<file path="src/rtl/irq_io_controller.sv">
// Interrupt front-end for the processor core: edge-latches four request lines,
// dispatches the lowest pending id as a fixed-width pulse plus vector byte, and waits for EOI.
module irq_io_controller #(
  parameter int unsigned PULSE_LEN = 2,
  parameter int unsigned TIMEOUT   = 200,
  parameter logic [7:0]  VEC_BASE  = 8'h80,
  parameter logic [7:0]  EOI_BASE  = 8'hF0
) (
  input  logic       clk,
  input  logic       rst,
  input  logic [3:0] irq_src,
  input  logic [7:0] ext_data,
  input  logic [7:0] out_port,
  output logic       cpu_int,
  output logic [7:0] cpu_in_port,
  output logic [3:0] pending,
  output logic [1:0] active_id,
  output logic       busy,
  output logic       timeout_err,
  output logic [1:0] o_dbg_state
);

  typedef enum logic [1:0] {
    S_IDLE    = 2'd0,
    S_REQ     = 2'd1,
    S_SERVICE = 2'd2
  } state_t;

  localparam logic [3:0] PULSE_LAST = 4'(PULSE_LEN - 1);
  localparam logic [7:0] TO_LAST    = 8'(TIMEOUT - 1);

  state_t     r_state;
  logic [3:0] r_irq_prev;
  logic [7:0] r_out_prev;
  logic [3:0] r_pending;
  logic [1:0] r_active_id;
  logic       r_cpu_int;
  logic [7:0] r_cpu_in_port;
  logic       r_busy;
  logic       r_timeout_err;
  logic [3:0] r_pulse_cnt;
  logic [7:0] r_to_cnt;

  state_t     w_state_nxt;
  logic [3:0] w_edges;
  logic [3:0] w_pend_clr;
  logic [1:0] w_sel_id;
  logic       w_eoi;
  logic [1:0] w_id_nxt;
  logic       w_int_nxt;
  logic [7:0] w_in_port_nxt;
  logic       w_busy_nxt;
  logic       w_err_nxt;
  logic [3:0] w_pulse_nxt;
  logic [7:0] w_to_nxt;

  assign w_edges = irq_src & ~r_irq_prev;
  // A write counts as EOI only when the port value changes to this source's code.
  assign w_eoi   = (out_port != r_out_prev) && (out_port == (EOI_BASE | {6'd0, r_active_id}));

  always_comb begin
    w_sel_id = 2'd0;
    if (r_pending[0])      w_sel_id = 2'd0;
    else if (r_pending[1]) w_sel_id = 2'd1;
    else if (r_pending[2]) w_sel_id = 2'd2;
    else if (r_pending[3]) w_sel_id = 2'd3;
  end

  always_comb begin
    w_state_nxt   = r_state;
    w_pend_clr    = 4'd0;
    w_id_nxt      = r_active_id;
    w_int_nxt     = r_cpu_int;
    w_in_port_nxt = r_cpu_in_port;
    w_busy_nxt    = r_busy;
    w_err_nxt     = r_timeout_err;
    w_pulse_nxt   = r_pulse_cnt;
    w_to_nxt      = r_to_cnt;
    case (r_state)
      S_IDLE: begin
        if (r_pending != 4'd0) begin
          w_state_nxt   = S_REQ;
          w_pend_clr    = 4'b0001 << w_sel_id;
          w_id_nxt      = w_sel_id;
          w_int_nxt     = 1'b1;
          w_in_port_nxt = VEC_BASE + {6'd0, w_sel_id};
          w_busy_nxt    = 1'b1;
          w_pulse_nxt   = 4'd0;
        end else begin
          w_in_port_nxt = ext_data;
        end
      end
      S_REQ: begin
        if (r_pulse_cnt == PULSE_LAST) begin
          w_int_nxt   = 1'b0;
          w_to_nxt    = 8'd0;
          w_state_nxt = S_SERVICE;
        end else begin
          w_pulse_nxt = r_pulse_cnt + 4'd1;
        end
      end
      S_SERVICE: begin
        // EOI has priority over an expiring wait, leaving the error flag untouched.
        if (w_eoi) begin
          w_state_nxt = S_IDLE;
          w_busy_nxt  = 1'b0;
        end else if (r_to_cnt == TO_LAST) begin
          w_err_nxt   = 1'b1;
          w_state_nxt = S_IDLE;
          w_busy_nxt  = 1'b0;
        end else begin
          w_to_nxt = r_to_cnt + 8'd1;
        end
      end
      default: begin
        w_state_nxt = S_IDLE;
        w_busy_nxt  = 1'b0;
        w_int_nxt   = 1'b0;
      end
    endcase
  end

  // Lines already high when reset releases must not look like fresh edges.
  always_ff @(posedge clk or negedge rst) begin
    if (!rst) begin
      r_state       <= S_IDLE;
      r_irq_prev    <= 4'hF;
      r_out_prev    <= 8'd0;
      r_pending     <= 4'd0;
      r_active_id   <= 2'd0;
      r_cpu_int     <= 1'b0;
      r_cpu_in_port <= 8'd0;
      r_busy        <= 1'b0;
      r_timeout_err <= 1'b0;
      r_pulse_cnt   <= 4'd0;
      r_to_cnt      <= 8'd0;
    end else begin
      r_state       <= w_state_nxt;
      r_irq_prev    <= irq_src;
      r_out_prev    <= out_port;
      r_pending     <= (r_pending & ~w_pend_clr) | w_edges;
      r_active_id   <= w_id_nxt;
      r_cpu_int     <= w_int_nxt;
      r_cpu_in_port <= w_in_port_nxt;
      r_busy        <= w_busy_nxt;
      r_timeout_err <= w_err_nxt;
      r_pulse_cnt   <= w_pulse_nxt;
      r_to_cnt      <= w_to_nxt;
    end
  end

  assign cpu_int     = r_cpu_int;
  assign cpu_in_port = r_cpu_in_port;
  assign pending     = r_pending;
  assign active_id   = r_active_id;
  assign busy        = r_busy;
  assign timeout_err = r_timeout_err;
  assign o_dbg_state = r_state;

endmodule

</file>
<file path="config.mk">
export PLATFORM = sky130hd
export DESIGN_NAME = irq_io_controller
export DESIGN_NICKNAME = d
export VERILOG_FILES = /design/src/rtl/irq_io_controller.sv
export SDC_FILE = /design/constraint.sdc
export NUM_CORES = 1
export LEC_CHECK = 0
export CORE_UTILIZATION = 45
export DETAILED_ROUTE_END_ITERATION = 7
export PLACE_DENSITY = 0.72
export SYNTH_ARGS = -nofsm -noshare
export SYNTH_HDL_FRONTEND = slang
export SYNTH_SLANG_ARGS = --single-unit
</file>
<file path="constraint.sdc">
create_clock -name clk -period 2.3 [get_ports clk]
set_input_delay 0.46 -clock clk [delete_from_list [all_inputs] [get_ports clk]]
set_output_delay 0.46 -clock clk [all_outputs]
set_load 0.01 [all_outputs]
</file>
Word-level counts from Yosys, hierarchy flattened
Index checks and enable logic that the tools add are counted.

$add $sub $neg: 3. $mul: 0. Divide/modulo/power cells: 0. Magnitude comparators: 0. Equal/unequal tests: 12. Shift operators: 1. Multiplexer cells: 25. Bitwise logic cells: 8. Reduce and logical (&&, ||, !) cells: 12.

Operator list (number): $mux 8 (4); $mux 2 (8); $mux 4 (4); $pmux 8 s2 (1); $reduce_and 3->1 (5); $ne 2x2->1 const B (5); $add 8x1->8 const B (1); $add 8x2->8 const A (1); $and 4x4->4 (2); $eq 8x8->1 (1); $eq 8x8->1 const B (1); $ne 8x8->1 (1); $not 4->4 (2); $pmux 4 s2 (1); $pmux 1 s3 (2); $pmux 2 s3 (1); $add 4x1->4 const B (1); $eq 4x1->1 const B (1); $mux 1 (4); $or 4x4->4 (1); $reduce_and 4->1 (1); $reduce_bool 2->1 (2); $reduce_bool 4->1 (1); $shl 1x2->4 const A (1); other kinds (7) (9).

Bits in registers: 43. Latch bits: 0. Bits in writable memories: 0. Bits in read-only memories: 0. Input bits: 22. Memories kept: 0.

Longest topological paths before layout
Word-level depth: 10. Depth in mapped cells: 7. Depth with buffers taken out: 7.

Worst setup path before layout
OpenSTA, ideal clock, no wires.

Path kind: in2reg. From: input out_port[6]. To: register r_to_cnt[7]. Library setup time: 101 ps. Data arrival time: 1809 ps. Required time: 2199 ps. Slack: 391 ps. Cell stages on the path: 6. Buffers on the path: 1. Cell sequence: xnor2_1 -> nand4_1 -> o2111a_1 -> buf_6 -> or4b_4 -> o32ai_1.

Cells in the longest elaborated chain, start to end: 4.

Ends and longest elaborated chain: from (decl) (line 13) `input logic [7:0] out_port,`; $ne 8x8->1 or $eq 8x8->1 (tied branches) (line 59) `assign w_eoi = (out_port != r_out_prev) && (out_port == (EOI_BASE | {6'd0, r_active_id}));`; $logic_and 1x1->1 (*) (line 59); $ne 2x2->1 (no source line) (*); $reduce_and 4->1 (no source line) (*); to (signal assigned) (line 148) `r_to_cnt <= w_to_nxt;`; to (decl) (line 42) `logic [7:0] r_to_cnt;`.

Mark *: on every way between the ends. The rest lies on a longest branch, timed or not. A chain may end at the register's enable or synchronous reset.

Worst setup path after layout
From: input out_port[4]. To: register r_to_cnt[7].

The elaborated chain is that of the path after synthesis.

==> PnR_summary.wiki <==
{| class="wikitable"
! Metric !! Value
|-
| Run status || completed
|-
| # Max-Cap Violations || 0
|-
| Vias per inst || roughly 5.3
|-
| Synth Flop Type || dfrtp_1
|-
| Remaining routing DRC violations || 0
|-
| Number of sinks driven by the clock tree || 43
|-
| Period Utilization, post-route || 0.924
|-
| Top-level port count || slightly above 40
|-
| Slew @ Worst Pin || around 0.54 ns
|-
| Clk_lat worst skew || between 0.2 and 0.3 ns
|-
| Worst Path Class, Setup || input port to register
|-
| Worst slack on hold paths || between 0.2 and 0.25 ns
|-
| Top fanout value on the critical path || 3
|-
| Startpoint of the worst-slack reg-to-reg timing path || r_to_cnt[0]$_DFFE_PN0P_
|-
| Number of buffers added on ports || 40
|-
| Combinational family with the most area after synthesis || simple AND/OR/NAND/NOR gates
|-
| Clock buffer count from CTS || 5
|-
| Antenna violations before repair || 0
|-
| Total core area || roughly 4100 um^2
|-
| Power density over the cells || ~940 nW/um^2
|-
| Highest clock frequency the design can meet || roughly 0.47 GHz
|-
| Maximum number of pins on one net before global-route repair || between 40 and 50
|-
| Starting density of the core || 0.478
|-
| Count of synthesis-stage warnings from yosys || 0
|-
| Critical Path RT || 2.49 ns
|-
| Post-CTS Resized || 0
|-
| Total number of vias || 1615
|-
| Count of TritonRoute iterations in the first routing pass || 4
|-
| Register-to-register setup slack || 0.30 ns
|-
| Area added between synthesis and finish || 34.1%
|-
| Post-synthesis adder-cell area fraction || 0.0192
|-
| Post-synthesis compound-gate area fraction || 0.139
|-
| Setup skew after layout || ~0.0073 ns
|-
| Max IR drop VDD || about 530 uV
|-
| Tightest slew margin relative to the limit || 0.642
|-
| Post-CTS setup-driven buffer insertion count || 0
|-
| Placed Instances || approximately 300
|-
| Synth Instances || between 150 and 200
|-
| Final-layout fill cell count || ~340
|-
| Crit path capture type || register
|-
| Post-layout worst setup margin || approximately 0.17 ns
|-
| Grt total ovfl || 0
|-
| Number of global-route vias before repair || around 1500
|-
| Async set-or-reset flop fraction in the synthesized netlist || 1.00
|-
| Number of max-slew violations in the final report || 0
|-
| Proportion of layout cells with a drive suffix above 1 || 0.130
|-
| Overall Global Routing Usage || 0.186
|-
| Type of element launching the critical path || input port
|-
| Setup WS pre-CTS || -0.155 ns
|-
| Gpl congestion || a little over 0.8
|-
| Capture instance of the worst register-to-register path || r_to_cnt[7]$_DFFE_PN0P_
|-
| CTS H-Tree Depth || 2
|-
| Core Rows || 23
|-
| Worst Hold Class || input port to async pin
|-
| Post-synth cell types || 38
|-
| Simple-Gate Fraction of Synth Area || 0.196
|-
| Initial detailed-routing violation count || slightly above 80
|-
| Number of hold-slack violations in the final timing report || 0
|-
| Final critical-path required period || between 2 and 2.5 ns
|-
| WP data arrival || 2.32 ns
|-
| Final wirelength || approximately 4 mm
|-
| P_leak || around 0.0012 uW
|-
| Post-synthesis mux area share || 0.0103
|-
| Clock transition at the registers of the reported paths || roughly 0.080 ns
|-
| Part of the Yosys area used for sequential elements || 0.554
|-
| Finished Layout Cells || roughly 300
|-
| DR WL/cell || 13.3 um
|-
| Maximum number of buffers from clock root to sink || 2
|-
| Final nets || about 280
|-
| GRT Max-Usage Layer || met2
|-
| Ant diodes || 0
|-
| Unrepaired setup endpoints after global routing || no
|-
| Xor and xnor fraction of the mapped netlist area || 0.0487
|-
| Count of endpoints failing setup in the final report || 0
|-
| Die area || 4600 um^2
|-
| Count of flip-flops with a built-in enable after synthesis || 0
|-
| Clock root buffer || clkbuf_8
|-
| Width of the die || 67.9 um
|-
| CTS tree || built
|-
| Met1 Track Usage GR || 0.227
|-
| Number of buffers inserted by hold repair at cts || 0
|-
| Met3 Use GR || 0.0500
|-
| Met2 Usage GRT || 0.316
|-
| Cell area after synthesis || between 1500 and 2000 um^2
|-
| Number of nets with antenna violations after detailed routing || 0
|-
| Post-detail-place hpwl || 2.84 mm
|-
| Number of register bits inferred by synthesis || 43
|-
| Post-synthesis average cell area || between 10 and 15 um^2
|-
| Die Y || between 60 and 70 um
|-
| Synthesized netlist net count || 218
|-
| Number of cells on the worst reg-to-reg path || 6
|-
| Global-route wire length before repair || 6.27 mm
|}
[stage by stage]
step           total power [uW]  cell area [um^2]   util  TNS [ns]
2_1_floorplan              1530              1950      -         0
5_1_grt                    2640              2620  0.641         0
3_3_place_gp               1910              2510  0.615   -0.0942
6_report                   2470              2620  0.641         0
3_5_place_dp               1920              2510  0.615    -0.254
4_1_cts                    2500              2620  0.641         0
[worst max-delay path, cell delays in order]
cell	delay [ns]
clkdlybuf4s50_1	0.51
xnor2_1	0.13
nand4_1	0.13
o2111a_1	0.29
or4b_4	0.51
o32ai_1	0.29
[cells in the final DEF, fill, tap and decap left out, drive strengths merged, types with 3 or more instances in the layout]
cell,synthesis,routed
o21ai,12,12
buf,1,18
ha,3,3
inv,10,10
clkdlybuf4s50,0,39
nor4,6,6
nor3,5,5
clkbuf,4,7
nor2,15,15
nand3,9,9
a21oi,11,11
nand2,30,30
nand4,6,6
dfrtp,39,39
dfstp,4,4
xnor2,10,10
[state kept, by name, summed over array words and instances (netlist names)]
name,flops
r_irq_prev,4
cpu_in_port,8
r_pulse_cnt,4
active_id,2
r_out_prev,8
pending,4
timeout_err,1
o_dbg_state,2
r_to_cnt,8
cpu_int,1
busy,1
[synth_stat cells (all sizes together), types with 2 or more instances]
cell type | number | area share
nor2b | 2 | 0.0064
mux2i | 2 | 0.010
nor3 | 5 | 0.013
nor2 | 15 | 0.029
dfrtp | 39 | 0.50
a211o | 2 | 0.0090
clkbuf | 4 | 0.0077
ha | 3 | 0.019
dfstp | 4 | 0.054
a21oi | 11 | 0.028
o311ai | 2 | 0.0090
o21ai | 12 | 0.031
nor4 | 6 | 0.019
nand2 | 30 | 0.058
o31ai | 2 | 0.0077
o32ai | 2 | 0.0090
nand4 | 6 | 0.019
nand3 | 9 | 0.023
inv | 10 | 0.019
xnor2 | 10 | 0.049
[power by group]
| part | leakage (uW) | switching, uW | internal (uW) |
|---|---|---|---|
| clock | 0.0000524 | 245 | 325 |
| sequential | 0.000521 | 185 | 903 |
| combinational | 0.000591 | 404 | 411 |
| total | 0.00116 | 834 | 1640 |
[metal layers]
layer | routed length (um) | vias to the layer above
li1 | - | 805
met1 | 1870 | 765
met2 | 1930 | 38
met3 | 172 | 7
met4 | 54 | 0
met5 | 0 | -
[how the worst max path moves through the flow]
| stage | startpoint | to | slack, ns |
|---|---|---|---|
| 2_1_floorplan | out_port[6] | r_to_cnt[7]$_DFFE_PN0P_ | 0.39 |
| 3_3_place_gp | out_port[4] | r_to_cnt[7]$_DFFE_PN0P_ | -0.06 |
| 3_5_place_dp | out_port[4] | r_to_cnt[7]$_DFFE_PN0P_ | -0.15 |
| 4_1_cts | out_port[4] | r_to_cnt[7]$_DFFE_PN0P_ | 0.15 |
| 5_1_grt | out_port[4] | r_to_cnt[7]$_DFFE_PN0P_ | 0.11 |
| 6_report | out_port[4] | r_to_cnt[7]$_DFFE_PN0P_ | 0.17 |
[area by class of cell]
type,instances,area [um^2],share of cell area
sequential,43,1080,0.413
multi-input combinational,135,807,0.308
timing repair buffer,57,523,0.200
clock buffer,7,76.3,0.0292
tap,50,62.6,0.0239
inverter,10,37.5,0.0143
clock inverter,1,30.0,0.0115
[kinds of logic after synthesis]
kind of cell | after synthesis
xor gates and xnor gates | 10
buffers and inverters | 15
AOI/OAI and AO/OA | 41
DFF | 43
muxes | 2
adders and majority gates | 3
and+or+nand+nor | 79
Power figures use the tool's default switching activity.
